**src/rtl/mic_pdm_capture_if.sv**
```systemverilog
// Signal bundle between the PDM capture block and its surroundings:
// microphone pins on one side, PCM sample strobe toward the PWM stage on the other.
interface mic_pdm_capture_if #(
    parameter int W = 8
);
    logic         enable;
    logic         mic_data;
    logic         mclk;
    logic         mic_lrsel;
    logic [W-1:0] pcm_out;
    logic         done;
    logic         active;
    logic [1:0]   state;

    // done is a one-cycle strobe with no back-pressure: the consumer must take
    // pcm_out on the cycle done is high; pcm_out then holds until the next strobe.
    modport master (
        input  enable, mic_data,
        output mclk, mic_lrsel, pcm_out, done, active, state
    );

    modport slave (
        output enable, mic_data,
        input  mclk, mic_lrsel, pcm_out, done, active, state
    );
endinterface

```
**src/rtl/mic_pdm_capture.sv**
```systemverilog
// PDM microphone capture: generates mclk, samples the bit stream on mclk falling
// edges and reports the ones count of each DECIM-bit window as a PCM sample.
module mic_pdm_capture #(
    parameter int CLK_DIV = 25,
    parameter int DECIM   = 64,
    parameter int W       = 8,
    parameter int WARMUP  = 2
) (
    input  logic               clk_in,
    input  logic               rst,
    mic_pdm_capture_if.master  bus
);
    localparam int DW      = $clog2(CLK_DIV);
    localparam int BW      = $clog2(DECIM);
    localparam int AW      = $clog2(DECIM + 1);
    localparam int WUW     = $clog2(WARMUP + 2);
    localparam int SW      = ((AW > W) ? AW : W) + 1;
    localparam int MAXV    = (1 << W) - 1;
    localparam int WU_LAST = (WARMUP > 0) ? WARMUP - 1 : 0;

    typedef enum logic [1:0] {
        S_IDLE   = 2'd0,
        S_WARMUP = 2'd1,
        S_RUN    = 2'd2
    } state_t;

    state_t         state;
    state_t         state_nx;
    logic           sync1;
    logic           d_s;
    logic [DW-1:0]  div;
    logic           mclk_r;
    logic [BW-1:0]  bit_cnt;
    logic [AW-1:0]  acc;
    logic [WUW-1:0] wu_cnt;
    logic [W-1:0]   pcm_r;
    logic           done_r;

    logic           counting;
    logic           div_wrap;
    logic           sample_ev;
    logic           win_end;
    logic           wu_last;
    logic [SW-1:0]  sum;
    logic [W-1:0]   pcm_sat;

    always_ff @(posedge clk_in or posedge rst) begin
        if (rst) begin
            sync1 <= 1'b0;
            d_s   <= 1'b0;
        end else begin
            sync1 <= bus.mic_data;
            d_s   <= sync1;
        end
    end

    always_ff @(posedge clk_in or posedge rst) begin
        if (rst) state <= S_IDLE;
        else     state <= state_nx;
    end

    always_comb begin
        state_nx = state;
        case (state)
            S_IDLE: begin
                if (bus.enable) state_nx = (WARMUP == 0) ? S_RUN : S_WARMUP;
            end
            S_WARMUP: begin
                if (!bus.enable)           state_nx = S_IDLE;
                else if (win_end && wu_last) state_nx = S_RUN;
            end
            S_RUN: begin
                if (!bus.enable) state_nx = S_IDLE;
            end
            default: state_nx = S_IDLE;
        endcase
    end

    always_comb begin
        counting      = (state != S_IDLE);
        bus.active    = (state == S_RUN);
        bus.state     = state;
        bus.mclk      = mclk_r;
        bus.mic_lrsel = 1'b0;
        bus.pcm_out   = pcm_r;
        bus.done      = done_r;
    end

    // A sample event is the divider wrap that takes mclk from 1 to 0.
    always_comb begin
        div_wrap  = counting && (div == DW'(CLK_DIV - 1));
        sample_ev = div_wrap && mclk_r;
        win_end   = sample_ev && (bit_cnt == BW'(DECIM - 1));
        wu_last   = (wu_cnt == WUW'(WU_LAST));
        sum       = SW'(acc) + SW'(d_s);
        pcm_sat   = (sum > SW'(MAXV)) ? {W{1'b1}} : sum[W-1:0];
    end

    // The window-end update is evaluated before the enable-drop clear, so a
    // window finishing on the same edge as enable falls still gets reported.
    always_ff @(posedge clk_in or posedge rst) begin
        if (rst) begin
            div     <= '0;
            mclk_r  <= 1'b0;
            bit_cnt <= '0;
            acc     <= '0;
            wu_cnt  <= '0;
            pcm_r   <= '0;
            done_r  <= 1'b0;
        end else begin
            done_r <= 1'b0;
            if ((state == S_RUN) && win_end) begin
                pcm_r  <= pcm_sat;
                done_r <= 1'b1;
            end
            if (!counting || !bus.enable) begin
                div     <= '0;
                mclk_r  <= 1'b0;
                bit_cnt <= '0;
                acc     <= '0;
                wu_cnt  <= '0;
            end else begin
                if (div_wrap) begin
                    div    <= '0;
                    mclk_r <= ~mclk_r;
                end else begin
                    div <= div + DW'(1);
                end
                if (sample_ev) begin
                    if (win_end) begin
                        bit_cnt <= '0;
                        acc     <= '0;
                        if (state == S_WARMUP) wu_cnt <= wu_cnt + WUW'(1);
                    end else begin
                        bit_cnt <= bit_cnt + BW'(1);
                        acc     <= acc + AW'(d_s);
                    end
                end
            end
        end
    end
endmodule

```
**src/flat_wrapper.sv**
```systemverilog
// flat-port wrapper written by rule: the top's interface ports become plain ports
module mic_pdm_capture_flat 
#(
    parameter int CLK_DIV = 25,
    parameter int DECIM   = 64,
    parameter int W       = 8,
    parameter int WARMUP  = 2
)
  (clk_in, rst, bus_enable, bus_mic_data, bus_mclk, bus_mic_lrsel, bus_pcm_out, bus_done, bus_active, bus_state);
  mic_pdm_capture_if #(.W(W)) bus_i ();
  input  logic clk_in;
  input  logic rst;
  input wire logic [$bits(bus_i.enable)-1:0] bus_enable;
  input wire logic [$bits(bus_i.mic_data)-1:0] bus_mic_data;
  output wire logic [$bits(bus_i.mclk)-1:0] bus_mclk;
  output wire logic [$bits(bus_i.mic_lrsel)-1:0] bus_mic_lrsel;
  output wire logic [$bits(bus_i.pcm_out)-1:0] bus_pcm_out;
  output wire logic [$bits(bus_i.done)-1:0] bus_done;
  output wire logic [$bits(bus_i.active)-1:0] bus_active;
  output wire logic [$bits(bus_i.state)-1:0] bus_state;
  assign bus_i.enable = bus_enable;
  assign bus_i.mic_data = bus_mic_data;
  assign bus_mclk = bus_i.mclk;
  assign bus_mic_lrsel = bus_i.mic_lrsel;
  assign bus_pcm_out = bus_i.pcm_out;
  assign bus_done = bus_i.done;
  assign bus_active = bus_i.active;
  assign bus_state = bus_i.state;
  mic_pdm_capture #(.CLK_DIV(CLK_DIV), .DECIM(DECIM), .W(W), .WARMUP(WARMUP)) u_core (.clk_in(clk_in), .rst(rst), .bus(bus_i));
endmodule
```
**config.mk**
```make
export PLATFORM = sky130hd
export DESIGN_NAME = mic_pdm_capture_flat
export DESIGN_NICKNAME = d
export VERILOG_FILES = /design/src/rtl/mic_pdm_capture_if.sv /design/src/rtl/mic_pdm_capture.sv /design/src/flat_wrapper.sv
export SDC_FILE = /design/constraint.sdc
export NUM_CORES = 1
export LEC_CHECK = 0
export ABC_AREA = 1
export CAP_MARGIN = 10
export CORE_ASPECT_RATIO = 0.5
export CORE_MARGIN = 8
export CORE_UTILIZATION = 53
export DETAILED_ROUTE_END_ITERATION = 10
export PLACE_DENSITY = 0.76
export SYNTH_ARGS = -nofsm -noshare
export SYNTH_HDL_FRONTEND = slang
export SYNTH_SLANG_ARGS = --single-unit
```
**constraint.sdc**
```tcl
create_clock -name clk_in -period 1.7 [get_ports clk_in]
set_input_delay 0.51 -clock clk_in [delete_from_list [all_inputs] [get_ports clk_in]]
set_output_delay 0.51 -clock clk_in [all_outputs]
set_load 0.005 [all_outputs]
```
Yosys cells after proc, flatten, opt, wreduce, memory -nomap -nowiden
Cells that the tools add are included.

word-level totals
  register bits after elaboration = 34
  output and inout port bits = 14
  logic and storage cells = 62

cells by class
  add/sub/neg operators = 5
  $lt $le $gt $ge = 1
  equality and inequality tests = 8
  multiplexer cells = 21
  bitwise gates (word level) = 1
  reduce and logical (&&, ||, !) cells = 16

operators with widths
  operator                                                                         number
  7-bit 2-to-1 mux                                                                 3
  6-bit 2-to-1 mux                                                                 3
  2-bit 2-to-1 mux                                                                 8
  5-bit 2-to-1 mux                                                                 2
  2-bit nonzero test                                                               5
  9-bit by 8-bit greater-than comparator with 1-bit output, second input constant  1
  7-bit by 1-bit adder with 8-bit output                                           1
  8-bit 2-to-1 mux                                                                 1
  7-bit by 1-bit adder with 7-bit output                                           1
  6-bit by 1-bit adder with 6-bit output, second input constant                    1
  6-bit == test, second input constant                                             1
  2-bit case mux with 3 select lines                                               1
  3-bit AND reduction                                                              2
  5-bit by 1-bit adder with 5-bit output, second input constant                    1
  5-bit == test, second input constant                                             1
  1-bit logical AND                                                                5
  2-bit by 1-bit == test with 1-bit output, second input constant                  2
  2-bit inequality test, second input constant                                     2
  1-bit 2-to-1 mux                                                                 3
  3-bit by 2-bit inequality test with 1-bit output, second input constant          1
  2-bit by 1-bit adder with 2-bit output, second input constant                    1
  2-bit == test, second input constant                                             1
  1-bit logical NOT                                                                2
  2-bit logical NOT                                                                1
  other kinds (2)                                                                  2

Logic depth before layout (Yosys ltp)
  depth in word-level cells = 8
  mapped depth = 10
  gate-level depth less buffers = 10

Least setup slack after synthesis
OpenSTA, ideal clock, no wires.

  path kind = register to register
  from = register u_core.div[0]
  to = register u_core.pcm_r[3], in the netlist u_core.bus.pcm_out[3]
  setup time = 0.124 ns
  data arrival time = 1.370 ns
  data required time = 1.576 ns
  path slack = 0.207 ns
  cell stages (with the launch flop) = 11
  buffers on the path = 1
  period minus slack after synthesis = 1.493 ns
  cells stage by stage = dfrtp_1 -> inv_1 -> ha_1 -> inv_1 -> nor2_2 -> nand3_4 -> nor2_8 -> nand2_4 -> buf_6 -> nand2_2 -> o21ai_2

on the way
  longest elaborated chain between the ends = 5

ends and longest elaborated chain
  what                    RTL line                source
  start, declared         mic_pdm_capture.sv:31   logic [DW-1:0] div;
  start signal, assigned  mic_pdm_capture.sv:127  div <= div + DW'(1);
  5-bit == test           mic_pdm_capture.sv:91   div_wrap = counting && (div == DW'(CLK_DIV - 1));
  1-bit logical AND       mic_pdm_capture.sv:91
  1-bit logical AND       mic_pdm_capture.sv:92   sample_ev = div_wrap && mclk_r;
  1-bit logical AND       mic_pdm_capture.sv:93   win_end = sample_ev && (bit_cnt == BW'(DECIM - 1));
  1-bit logical AND       mic_pdm_capture.sv:112  if ((state == S_RUN) && win_end) begin
  end signal, assigned    mic_pdm_capture.sv:113  pcm_r <= pcm_sat;
  end, declared           mic_pdm_capture.sv:36   logic [W-1:0] pcm_r;

Every way passes these cells.
A chain may end at the register's enable or synchronous reset.

Worst setup path in the final report
  from = register u_core.mclk_r, in the netlist u_core.bus.mclk
  to = output port bus_mclk

RTL lines
  what                    RTL line                source
  start, declared         mic_pdm_capture.sv:32   logic mclk_r;
  start signal, assigned  mic_pdm_capture.sv:125  mclk_r <= ~mclk_r;
  end, declared           flat_wrapper.sv:15      output wire logic [$bits(bus_i.mclk)-1:0] bus_mclk;

No word-level cell between the ends.

==> flow_metrics.tcl <==
set metrics [dict create \
    synth_edf_count 0 \
    seq_area_frac_synth_pct 50.82 \
    grt_max_degree 35 \
    period_share_pct 98.23 \
    yosysWarnings 0 \
    drive_gt1_share_pct 21.08 \
    synth_area_leader_cell "dfrtp_1" \
    core_area_um2 3013 \
    syn_inst 186 \
    die_h_um 55.74 \
    grt_antenna_before_repair 0 \
    htreeDepth 2 \
    cap_violations 0 \
    area_growth_pct 27.65 \
    cts_sinks 34 \
    num_antenna_cells 0 \
    start_kind "flip-flop" \
    synth_cell_types 27 \
    die_x_um 95.48 \
    worstHoldStart "u_core.sync1" \
    syn_avg_cell_area_um2 9.001 \
    critical_path_required_ns 1.19 \
    ant_nets 0 \
    ys_ff_latch 34 \
    cts_hold_buf 0 \
    finalClockSkew_ns 0.008607 \
    synthTopCellsByArea "dfrtp_1 51%, nand2_1 13%, ha_1 4.5%, inv_1 4.0%, nand3_1 3.3%" \
    die_area_um2 5322 \
    final.setup.tns_ns 0 \
    viasPerCell 4.825 \
    min_period_ns 1.670 \
    cts_buffers 5 \
    routed_wl_mm 3.328 \
    fillers 222 \
    nets 233 \
    synthArstFlopShare_pct 100.0 \
    reg2reg_from "u_core.div[0]" \
    dr.first_iter.drc_count 79 \
    wl_per_cell_um 12.65 \
    grt.overflow.total 0 \
    peakVddDrop_v 0.0006838 \
    holdCritPathClass "flip-flop to flip-flop" \
    dpl.cell_count 250 \
    synth.top_cells.by_count "58 x nand2_1, 34 x dfrtp_1, 18 x inv_1" \
    slew_viol_final 0 \
    portBuffers 16 \
    worstSetupStartpoint "u_core.bus.mclk" \
    place.gp.congestion 0.8333 \
    synth_top_area_share_pct 50.82 \
    rows 14 \
    fmax_mhz 598.8 \
    crit_path_end_kind "output pin" \
    clkTransAtPathRegs_ns 0.07 \
    status "complete, no violations" \
    grtUsageTotal_pct 14.19 \
    synth_nets 196 \
    drc 0 \
    setup_viol 0 \
    clk_path_buf_depth 2 \
    initial_core_util_pct 55.56 \
    finalPower_mw 1.661 \
    cp_slowest_cell "clkdlybuf4s50_1" \
    vias 1269 \
    instances_no_fill 263 \
    grt_pass1_wl_mm 5.920 \
    hold_viol_final 0 \
    grt_pass1_vias 1375 \
    critPathKind "flip-flop to output pin" \
    p_leak_nw 1.142 \
    root_buffer "clkbuf_8" \
    dr.pass1.iters 4 \
    synth_area_um2 1674 \
    worstPathCellList "clkdlybuf4s50_1" \
    ios 18 \
    cp_data_arrival_time_ns 1.16 \
    power_density_nw_per_um2 777.1 \
    synthFlopType "dfrtp_1" \
    cpPeakStageDelay_ns 0.51 \
    yosys.cell_count.top_type "nand2_1" \
    clk_latency_ns 0.29 \
    cp_max_fo 2 \
    dpl.hpwl_mm 2.341 \
    cts_tree "done" \
    critPathBufInv 1 \
    path_delay_family "buffers and inverters" \
]
power by group:
group | switching [mW] | internal [mW]
clock | 0.288 | 0.469
combinational | 0.0521 | 0.0338
sequential | 0.00367 | 0.815
routing by layer:
| metal | routed length [um] | global-route usage (%) | vias up |
|---|---|---|---|
| li1 | - | - | 645 |
| met1 | 1499 | 15.12 | 592 |
| met2 | 1605 | 23.95 | 22 |
| met3 | 119 | 5.384 | 10 |
| met4 | 104 | 7.158 | 0 |
| met5 | 0 | 0 | - |
flip-flops by register name (all words and copies together), names as in the netlist, 2 cells and up:
register,count
u_core.bus.state,2
u_core.bit_cnt,6
u_core.wu_cnt,2
u_core.acc,7
u_core.bus.pcm_out,8
u_core.div,5
layout by cell type (no fill, tap or decap), drive strengths merged, types with 2 or more instances in the layout:
| cell | instances |
|---|---|
| dfrtp | 34 |
| dlymetal6s2s | 2 |
| inv | 22 |
| nand2 | 63 |
| nand4 | 3 |
| nand3 | 13 |
| o21ai | 4 |
| xor2 | 6 |
| a21oi | 5 |
| xnor2 | 3 |
| ha | 6 |
| clkbuf | 7 |
| dlygate4sd2 | 2 |
| nor2 | 20 |
| buf | 16 |
| clkdlybuf4s50 | 11 |
worst paths after layout:
check / cells after the start / to / slack [ns]
setup / recovery: 1 / bus_mclk / 0.03
hold / removal: 0 / u_core.d_s / 0.36
setup reg to reg: 10 / u_core.wu_cnt[1] / 0.14
hold reg to reg: 0 / u_core.d_s / 0.36
max in group asynchronous: 3 / u_core.bus.done / 0.96
min in group asynchronous: 3 / u_core.div[3] / 0.56
logic make-up (layout without fill, tap and decap cells):
family / Yosys count / count (layout) / synth area share [%]
AOI/OAI and AO/OA: 10 / 10 / 3.737
xor gates and xnor gates: 9 / 9 / 4.709
adders and majority gates: 6 / 6 / 4.484
buffers and inverters: 25 / 62 / 6.277
DFF: 34 / 34 / 50.82
other: 1 / 1 / 0.2240
and+or+nand+nor: 101 / 101 / 29.75
through the flow:
| step | instance area, um^2 | setup slack, ns | utilization, % | hold WS (ns) |
|---|---|---|---|---|
| global placement | 1953 | -0.1060 | 64.83 | 0.3340 |
| CTS | 2096 | 0.01081 | 69.56 | 0.3600 |
| floorplan | 1674 | 0.2065 | - | 0.3312 |
| detailed placement | 1953 | -0.1390 | 64.83 | 0.3442 |
| global route | 2137 | -0.001929 | 70.93 | 0.3626 |
| finish | 2137 | 0.03009 | 70.93 | 0.3570 |
worst register-to-register path: stages, from the launching register on:
cell,delay (ns)
dfrtp_1,0.41
inv_1,0.07
ha_1,0.13
inv_1,0.06
nor2_4,0.13
nand3_4,0.16
nor2_8,0.17
buf_12,0.12
nand2_1,0.07
nand3_1,0.09
nand2_1,0.05
layout make-up:
class                   instances  area (um^2)  share of cell area, %
inverters                      23        90.09                  4.215
well taps                      40        50.05                  2.342
repair buffers                 32        302.8                  14.17
multi-input cells             127        730.7                  34.19
clock inverters                 1        30.03                  1.405
clock buffers                   6        82.58                  3.864
flip-flops and latches         34        850.8                  39.81
what timing repair did:
item,4_1_cts,5_1_grt
buffers inserted,4,2
setup endpoints to repair,6,20
pin swaps,0,1
gates resized for setup,5,6
(Power assumes the default switching activity.)
